[config.mk]
export PLATFORM = sky130hd
export DESIGN_NAME = gpr_bus_sequencer_flat
export DESIGN_NICKNAME = d
export VERILOG_FILES = /design/src/rtl/gpr_pkg.sv /design/src/rtl/gpr_bus_sequencer_if.sv /design/src/rtl/gpr_strobe_decode.sv /design/src/rtl/gpr_bus_sequencer.sv /design/src/flat_wrapper.sv
export SDC_FILE = /design/constraint.sdc
export NUM_CORES = 1
export LEC_CHECK = 0
export CORE_AREA = 2 2 58 60
export CTS_BUF_LIST = sky130_fd_sc_hd__clkbuf_2 sky130_fd_sc_hd__clkbuf_4 sky130_fd_sc_hd__clkbuf_8
export CTS_CLUSTER_DIAMETER = 30
export DETAILED_ROUTE_END_ITERATION = 6
export DIE_AREA = 0 0 60 62
export PLACE_DENSITY = 0.78
export SETUP_SLACK_MARGIN = 0.05
export SLEW_MARGIN = 20
export SYNTH_ARGS = -nofsm -noshare
export SYNTH_HDL_FRONTEND = slang
export SYNTH_SLANG_ARGS = --single-unit
export TNS_END_PERCENT = 20
[constraint.sdc]
create_clock -name clk -period 2.36 [get_ports clk]
set_clock_uncertainty 0.1 [all_clocks]
set_input_delay 0.472 -clock clk [delete_from_list [all_inputs] [get_ports clk]]
set_output_delay 0.472 -clock clk [all_outputs]
set_load 0.01 [all_outputs]
[src/rtl/gpr_pkg.sv]
// Shared definitions for the general purpose register bank sequencer:
// default sizes, register indices and the decoded micro-op record.
package gpr_pkg;

    localparam int GPR_NUM_REGS = 4;
    localparam int GPR_SEL_W    = 2;

    localparam logic [GPR_SEL_W-1:0] REG_A = 2'd0;
    localparam logic [GPR_SEL_W-1:0] REG_B = 2'd1;
    localparam logic [GPR_SEL_W-1:0] REG_C = 2'd2;
    localparam logic [GPR_SEL_W-1:0] REG_D = 2'd3;

    typedef struct packed {
        logic                 lhs_en;
        logic [GPR_SEL_W-1:0] lhs_sel;
        logic                 rhs_en;
        logic [GPR_SEL_W-1:0] rhs_sel;
        logic                 main_en;
        logic [GPR_SEL_W-1:0] main_sel;
        logic                 dst_en;
        logic [GPR_SEL_W-1:0] dst_sel;
    } uop_t;

endpackage

[src/rtl/gpr_bus_sequencer_if.sv]
// Micro-op issue handshake plus the register bank strobe bundle.
// master = issuer / bank side, slave = the sequencer.
interface gpr_bus_sequencer_if
    import gpr_pkg::*;
#(
    parameter int NUM_REGS = GPR_NUM_REGS,
    parameter int SEL_W    = GPR_SEL_W
);
    logic                op_valid;
    logic                op_ready;
    logic                lhs_en;
    logic [SEL_W-1:0]    lhs_sel;
    logic                rhs_en;
    logic [SEL_W-1:0]    rhs_sel;
    logic                main_en;
    logic [SEL_W-1:0]    main_sel;
    logic                dst_en;
    logic [SEL_W-1:0]    dst_sel;
    logic                hold;
    logic                flush;
    logic [NUM_REGS-1:0] a_lhs_n;
    logic [NUM_REGS-1:0] a_rhs_n;
    logic [NUM_REGS-1:0] a_main_n;
    logic [NUM_REGS-1:0] load_n;
    logic                alu_main_oe;
    logic                hazard;

    modport master (
        output op_valid, lhs_en, lhs_sel, rhs_en, rhs_sel,
               main_en, main_sel, dst_en, dst_sel, hold, flush,
        input  op_ready, a_lhs_n, a_rhs_n, a_main_n, load_n,
               alu_main_oe, hazard
    );

    modport slave (
        input  op_valid, lhs_en, lhs_sel, rhs_en, rhs_sel,
               main_en, main_sel, dst_en, dst_sel, hold, flush,
        output op_ready, a_lhs_n, a_rhs_n, a_main_n, load_n,
               alu_main_oe, hazard
    );

endinterface

[src/rtl/gpr_strobe_decode.sv]
// Select + enable to active-low one-hot strobe vector.
// Out-of-range selects leave every strobe inactive.
module gpr_strobe_decode
    import gpr_pkg::*;
#(
    parameter int NUM_REGS = GPR_NUM_REGS,
    parameter int SEL_W    = GPR_SEL_W
) (
    input  logic                en,
    input  logic [SEL_W-1:0]    sel,
    output logic [NUM_REGS-1:0] strobe_n
);

    always_comb begin
        strobe_n = '1;
        for (int i = 0; i < NUM_REGS; i++) begin
            if (en && (int'(sel) == i)) begin
                strobe_n[i] = 1'b0;
            end
        end
    end

endmodule

[src/rtl/gpr_bus_sequencer.sv]
// Two-stage issue sequencer for the A..D register bank: S1 drives operand and
// move strobes, S2 performs ALU writeback; RAW and MainBus hazards insert bubbles.
module gpr_bus_sequencer
    import gpr_pkg::*;
#(
    parameter int NUM_REGS = GPR_NUM_REGS,
    parameter int SEL_W    = GPR_SEL_W
) (
    input  logic               clk,
    input  logic               rst,
    gpr_bus_sequencer_if.slave bus
);

    uop_t                op_in;
    uop_t                op_p1_q, op_p1_d;
    logic                vld_p1_q, vld_p1_d;
    logic                vld_p2_q, vld_p2_d;
    logic [SEL_W-1:0]    dst_p2_q, dst_p2_d;

    logic [NUM_REGS-1:0] lhs_n_q, lhs_n_d;
    logic [NUM_REGS-1:0] rhs_n_q, rhs_n_d;
    logic [NUM_REGS-1:0] main_n_q, main_n_d;
    logic [NUM_REGS-1:0] load_n_q, load_n_d;
    logic                alu_oe_q, alu_oe_d;

    logic                s1_alu_wr;
    logic                conflict;
    logic                hazard;
    logic                op_ready;
    logic                accept;
    logic                quiet;
    logic                ld_en;
    logic [SEL_W-1:0]    ld_sel;

    always_comb begin
        op_in.lhs_en   = bus.lhs_en;
        op_in.lhs_sel  = bus.lhs_sel;
        op_in.rhs_en   = bus.rhs_en;
        op_in.rhs_sel  = bus.rhs_sel;
        op_in.main_en  = bus.main_en;
        op_in.main_sel = bus.main_sel;
        op_in.dst_en   = bus.dst_en;
        op_in.dst_sel  = bus.dst_sel;
    end

    // Any MainBus use conflicts with an ALU writer in S1, which also covers main_sel == dst.
    always_comb begin
        s1_alu_wr = vld_p1_q && !op_p1_q.main_en && op_p1_q.dst_en;
        conflict  = s1_alu_wr && bus.op_valid &&
                    ((bus.lhs_en && (bus.lhs_sel == op_p1_q.dst_sel)) ||
                     (bus.rhs_en && (bus.rhs_sel == op_p1_q.dst_sel)) ||
                     bus.main_en);
        hazard    = !rst && !bus.hold && !bus.flush && conflict;
        op_ready  = !rst && !bus.hold && !bus.flush && !hazard;
        accept    = bus.op_valid && op_ready;
    end

    // ---- S1 -> S2 stage advance ----
    always_comb begin
        op_p1_d  = op_p1_q;
        vld_p1_d = vld_p1_q;
        vld_p2_d = vld_p2_q;
        dst_p2_d = dst_p2_q;
        if (bus.flush) begin
            vld_p1_d = 1'b0;
            vld_p2_d = 1'b0;
        end else if (!bus.hold) begin
            vld_p2_d = s1_alu_wr;
            dst_p2_d = op_p1_q.dst_sel;
            vld_p1_d = accept;
            if (accept) begin
                op_p1_d = op_in;
            end
        end
    end

    // Move loads (S1) and ALU loads (S2) never coincide: the hazard blocks MainBus users.
    always_comb begin
        ld_en    = vld_p2_d || (vld_p1_d && op_p1_d.main_en && op_p1_d.dst_en);
        ld_sel   = vld_p2_d ? dst_p2_d : op_p1_d.dst_sel;
        alu_oe_d = vld_p2_d;
    end

    gpr_strobe_decode #(.NUM_REGS(NUM_REGS), .SEL_W(SEL_W)) u_dec_lhs (
        .en       (vld_p1_d && op_p1_d.lhs_en),
        .sel      (op_p1_d.lhs_sel),
        .strobe_n (lhs_n_d)
    );

    gpr_strobe_decode #(.NUM_REGS(NUM_REGS), .SEL_W(SEL_W)) u_dec_rhs (
        .en       (vld_p1_d && op_p1_d.rhs_en),
        .sel      (op_p1_d.rhs_sel),
        .strobe_n (rhs_n_d)
    );

    gpr_strobe_decode #(.NUM_REGS(NUM_REGS), .SEL_W(SEL_W)) u_dec_main (
        .en       (vld_p1_d && op_p1_d.main_en),
        .sel      (op_p1_d.main_sel),
        .strobe_n (main_n_d)
    );

    gpr_strobe_decode #(.NUM_REGS(NUM_REGS), .SEL_W(SEL_W)) u_dec_load (
        .en       (ld_en),
        .sel      (ld_sel),
        .strobe_n (load_n_d)
    );

    always_ff @(posedge clk) begin
        if (rst) begin
            vld_p1_q <= 1'b0;
            vld_p2_q <= 1'b0;
            lhs_n_q  <= '1;
            rhs_n_q  <= '1;
            main_n_q <= '1;
            load_n_q <= '1;
            alu_oe_q <= 1'b0;
        end else begin
            vld_p1_q <= vld_p1_d;
            vld_p2_q <= vld_p2_d;
            lhs_n_q  <= lhs_n_d;
            rhs_n_q  <= rhs_n_d;
            main_n_q <= main_n_d;
            load_n_q <= load_n_d;
            alu_oe_q <= alu_oe_d;
        end
        op_p1_q  <= op_p1_d;
        dst_p2_q <= dst_p2_d;
    end

    // A held or resetting pipeline must not strobe, or the bank would reload on release.
    assign quiet = rst || bus.hold;

    assign bus.a_lhs_n     = lhs_n_q  | {NUM_REGS{quiet}};
    assign bus.a_rhs_n     = rhs_n_q  | {NUM_REGS{quiet}};
    assign bus.a_main_n    = main_n_q | {NUM_REGS{quiet}};
    assign bus.load_n      = load_n_q | {NUM_REGS{quiet}};
    assign bus.alu_main_oe = alu_oe_q && !quiet;
    assign bus.hazard      = hazard;
    assign bus.op_ready    = op_ready;

    a_lhs_onehot: assert property (@(posedge clk) disable iff (rst) $onehot0(~bus.a_lhs_n));
    a_rhs_onehot: assert property (@(posedge clk) disable iff (rst) $onehot0(~bus.a_rhs_n));
    a_main_onehot: assert property (@(posedge clk) disable iff (rst) $onehot0(~bus.a_main_n));
    a_load_onehot: assert property (@(posedge clk) disable iff (rst) $onehot0(~bus.load_n));
    a_main_owner: assert property (@(posedge clk) disable iff (rst)
                                   !(bus.alu_main_oe && (bus.a_main_n != '1)));

endmodule

[src/flat_wrapper.sv]
// flat-port wrapper written by rule: the top's interface ports become plain ports
module gpr_bus_sequencer_flat import gpr_pkg::*;
#(
    parameter int NUM_REGS = GPR_NUM_REGS,
    parameter int SEL_W    = GPR_SEL_W
)
  (clk, rst, bus_op_valid, bus_lhs_en, bus_lhs_sel, bus_rhs_en, bus_rhs_sel, bus_main_en, bus_main_sel, bus_dst_en, bus_dst_sel, bus_hold, bus_flush, bus_op_ready, bus_a_lhs_n, bus_a_rhs_n, bus_a_main_n, bus_load_n, bus_alu_main_oe, bus_hazard);
  gpr_bus_sequencer_if #(.NUM_REGS(NUM_REGS), .SEL_W(SEL_W)) bus_i ();
  input  logic clk;
  input  logic rst;
  input wire logic [$bits(bus_i.op_valid)-1:0] bus_op_valid;
  input wire logic [$bits(bus_i.lhs_en)-1:0] bus_lhs_en;
  input wire logic [$bits(bus_i.lhs_sel)-1:0] bus_lhs_sel;
  input wire logic [$bits(bus_i.rhs_en)-1:0] bus_rhs_en;
  input wire logic [$bits(bus_i.rhs_sel)-1:0] bus_rhs_sel;
  input wire logic [$bits(bus_i.main_en)-1:0] bus_main_en;
  input wire logic [$bits(bus_i.main_sel)-1:0] bus_main_sel;
  input wire logic [$bits(bus_i.dst_en)-1:0] bus_dst_en;
  input wire logic [$bits(bus_i.dst_sel)-1:0] bus_dst_sel;
  input wire logic [$bits(bus_i.hold)-1:0] bus_hold;
  input wire logic [$bits(bus_i.flush)-1:0] bus_flush;
  output wire logic [$bits(bus_i.op_ready)-1:0] bus_op_ready;
  output wire logic [$bits(bus_i.a_lhs_n)-1:0] bus_a_lhs_n;
  output wire logic [$bits(bus_i.a_rhs_n)-1:0] bus_a_rhs_n;
  output wire logic [$bits(bus_i.a_main_n)-1:0] bus_a_main_n;
  output wire logic [$bits(bus_i.load_n)-1:0] bus_load_n;
  output wire logic [$bits(bus_i.alu_main_oe)-1:0] bus_alu_main_oe;
  output wire logic [$bits(bus_i.hazard)-1:0] bus_hazard;
  assign bus_i.op_valid = bus_op_valid;
  assign bus_i.lhs_en = bus_lhs_en;
  assign bus_i.lhs_sel = bus_lhs_sel;
  assign bus_i.rhs_en = bus_rhs_en;
  assign bus_i.rhs_sel = bus_rhs_sel;
  assign bus_i.main_en = bus_main_en;
  assign bus_i.main_sel = bus_main_sel;
  assign bus_i.dst_en = bus_dst_en;
  assign bus_i.dst_sel = bus_dst_sel;
  assign bus_i.hold = bus_hold;
  assign bus_i.flush = bus_flush;
  assign bus_op_ready = bus_i.op_ready;
  assign bus_a_lhs_n = bus_i.a_lhs_n;
  assign bus_a_rhs_n = bus_i.a_rhs_n;
  assign bus_a_main_n = bus_i.a_main_n;
  assign bus_load_n = bus_i.load_n;
  assign bus_alu_main_oe = bus_i.alu_main_oe;
  assign bus_hazard = bus_i.hazard;
  gpr_bus_sequencer #(.NUM_REGS(NUM_REGS), .SEL_W(SEL_W)) u_core (.clk(clk), .rst(rst), .bus(bus_i));
endmodule
==> flow_summary.yaml, run 1 <==
detailed_routing:
  ant_nets: 0
  drc_errors: 0
  num_vias: 1371
  drt-vias-per-instance: 5.31
  wl_per_cell_um: 15.0
  first_pass_iters: 4
  wirelength_um: 3870
  drtIter0Drc: 47
critical_path:
  cp_slowest_stage_delay_ps: 270
  startpoint_type: "input port"
  cp.buffers_inverters: 3
  cp.depth: 7
  end_kind: "output pin"
  cp.arrival_ps: 1710
  reg2reg_depth: 6
  slowest_stage: "dlygate4sd2_1"
  reg2reg_slack_ps: 240
  critPathRequiredTime_ps: 1790
  critPathMaxFanout: 3
  crit_type: "input port to output pin"
  crit_path_cell_trace: "dlygate4sd2_1, xnor2_1, a31oi_1, buf_4, a21o_1, nor4_2, buf_2"
  cp_top_family: "buffers and inverters"
pwr:
  power_frac_seq_pct: 50.4
  swShare_pct: 27.3
  p_leak_nw: 0.821
  p_comb_share_pct: 15.7
  p_sw_mw: 0.345
  p_clk_share_pct: 33.9
  vdd_ir_drop_max_v: 0.000350
  p_int_mw: 0.920
  power_density_nw_per_um2: 635
logic_synthesis:
  ys_seq_area_share_pct: 48.5
  synth_mux_area_share_pct: 4.74
  ys_warn_count: 0
  synth_area_um2: 1320
  synth.distinct_cells: 32
  yosys.area_share.adder_pct: 0
  synth-compound-area-share_pct: 9.76
  yosys.area_share.simple_pct: 30.6
  synth_top_family_by_area: "simple AND/OR/NAND/NOR gates"
  syn-num-nets: 168
  avgSynthCellArea_um2: 8.74
  synth-seq-cells: 32
  synth_xor_area_share_pct: 2.65
  syn-instance-count: 151
hold_path:
  hp-class: "flip-flop to flip-flop"
  whs_path_depth: 2
grt:
  grt_remaining_overflow: 0
  antenna_found_initial: 0
  use_met3_pct: 7.25
  use_met2_pct: 40.1
  use_met1_pct: 25.0
  grt_use_total_pct: 23.2
  grt_max_degree: 26
  busiest_layer: "met2"
  grt_pass1_vias: 1410
  grt_pass1_wl_um: 6250
clock_network:
  cts_tree: "yes"
  clk_transition_reported_paths_ps: 100
  cts_sinks: 32
  clock_latency_ps: 360
  clockBufferDepth: 2
  ctsHoldBuffers: 0
  cts_root_buf: "clkbuf_4"
  numCtsBuffers: 5
  cts_htree_levels: 2
timing:
  worst_slew_pin_slew_ps: 402
  tns_ps: 0
  setup_viol: 0
  min_period_ps: 2280
  max_freq_mhz: 439
  rsz0062_at_grt: "true"
  hold_violations: 0
  slew_headroom_pct: 72.9
  drv_slew: 0
  finalCritPeriodShare_pct: 96.5
final_layout:
  final_common_cell: "nand2_1"
  diodes: 0
  nets: 228
  final_cell_mix: "nand2_1 (32), dfxtp_1 (30), dlygate4sd2_1 (24)"
  layout-drive-gt1-share_pct: 22.6
  fin_cells: 258
  postLayoutCoreUtil_pct: 62.6
  syn2layout_area_growth_pct: 50.8
run:
  cap_violations: 0
floorplan:
  die_w_um: 60
  rows: 21
  initial_core_util_pct: 41.5
  dieArea_um2: 3720
  die_h_um: 62
  pin_count: 36
  core_um2: 3180
place:
  port_buffers: 35
  routabilityCongestion: 0.879
  dp_cells: 246
  hpwl_um: 2570
run_status:
  status: "finished, final reports clean"
-- synthesized netlist by cell type, drive strengths merged --
| cell type | n | area [um2] |
|---|---|---|
| a21boi | 1 | 11.3 |
| a21o | 2 | 15.0 |
| a21oi | 2 | 10.0 |
| a311oi | 1 | 8.76 |
| a31o | 1 | 8.76 |
| a31oi | 1 | 6.26 |
| a32o | 1 | 10.0 |
| and3b | 1 | 8.76 |
| and4 | 1 | 8.76 |
| clkbuf | 6 | 22.5 |
| dfxtp | 32 | 641 |
| inv | 7 | 26.3 |
| mux2 | 2 | 22.5 |
| mux2i | 4 | 40.0 |
| nand2 | 32 | 120 |
| nand2b | 2 | 12.5 |
| nand3 | 9 | 45.0 |
| nand3b | 1 | 7.51 |
| nand4bb | 1 | 11.3 |
| nor2 | 4 | 15.0 |
| nor3 | 1 | 5.00 |
| nor3b | 1 | 7.51 |
| nor4 | 2 | 12.5 |
| nor4b | 1 | 8.76 |
| nor4bb | 1 | 10.0 |
| o21ai | 8 | 40.0 |
| o22ai | 3 | 18.8 |
| or2 | 1 | 6.26 |
| or3 | 16 | 100 |
| or4 | 1 | 11.3 |
| or4b | 1 | 13.8 |
| xnor2 | 4 | 35.0 |
-- per-stage QoR --
stage               total power, mW  cell area [um2]  hold slack [ps]  worst slack [ps]
detailed placement            0.827             1860              348              -470
global route                   1.32             1990              378             -37.0
CTS                            1.26             1960              364             -73.8
global placement              0.813             1860              345              -423
finish                         1.26             1990              367              82.9
floorplan                     0.731             1320              336              44.4
-- worst min-delay path: cells and delay by family (launching register included) --
kind / cells / cell delay [ps]
AND/OR/NAND/NOR: 2 / 100
flip-flops: 1 / 340
-- flip-flops by register name (all words and copies together), names as in the netlist --
signal and flops:
u_core.rhs_n_q 4, u_core.load_n_q 4, u_core.lhs_n_q 4, u_core.vld_p2_q 1
u_core.vld_p1_q 1, u_core.op_p1_q 12, u_core.main_n_q 4, u_core.dst_p2_q 2
-- timing repair --
| action | 4_1_cts | 5_1_grt |
|---|---|---|
| cloned | 1 | 0 |
| endpoints found under the setup margin | 23 | 13 |
| buffers inserted | 2 | 1 |
| pin swaps | 5 | 4 |
| resized for setup | 42 | 8 |
-- logic make-up after synthesis --
| kind of cell | count (synthesis) |
|---|---|
| muxes | 6 |
| xor gates and xnor gates | 4 |
| AOI/OAI and AO/OA | 20 |
| buffers and inverters | 13 |
| and+or+nand+nor | 76 |
| DFF | 32 |
-- final timing paths --
path                     start            endpoint
min reg2reg  u_core.op_p1_q[8]   u_core.op_p1_q[8]
min          u_core.op_p1_q[8]   u_core.op_p1_q[8]
max reg2reg  u_core.op_p1_q[5]  u_core.load_n_q[3]
max             bus_lhs_sel[1]          bus_hazard
-- final cells by class --
type / count / area [um2]
well taps: 46 / 57.6
inverters: 7 / 26.3
clock buffers: 5 / 37.5
clock inverters: 3 / 42.5
flip-flops and latches: 32 / 643
multi-input cells: 106 / 657
repair buffers: 59 / 527
fillers: 263 / 1190
-- power by group through the flow --
stage | registers [mW] | clock network [mW] | logic, mW
after floorplan | 0.634 | 0 | 0.0973
after global placement | 0.640 | 0 | 0.173
after detailed placement | 0.645 | 0 | 0.182
after CTS | 0.635 | 0.433 | 0.193
after global routing | 0.643 | 0.459 | 0.215
final | 0.638 | 0.428 | 0.199
-- layer usage --
layer | wire length, um | part of all wire (%)
met1 | 1540 | 40
met2 | 2010 | 52
met3 | 221 | 5.7
met4 | 107 | 2.8
met5 | 0 | 0
No activity file was read; power rests on OpenSTA's default activity.
==> run 2, diff against run 1 <==
--- a/config.mk
+++ b/config.mk
@@ -5,6 +5,7 @@
 export SDC_FILE = /design/constraint.sdc
 export NUM_CORES = 1
 export LEC_CHECK = 0
+export ABC_AREA = 0
 export CORE_AREA = 2 2 58 60
 export CTS_BUF_LIST = sky130_fd_sc_hd__clkbuf_2 sky130_fd_sc_hd__clkbuf_4 sky130_fd_sc_hd__clkbuf_8
 export CTS_CLUSTER_DIAMETER = 30
==> results of run 2 <==
Final layout, timing and power as in run 1 (identical DEF).
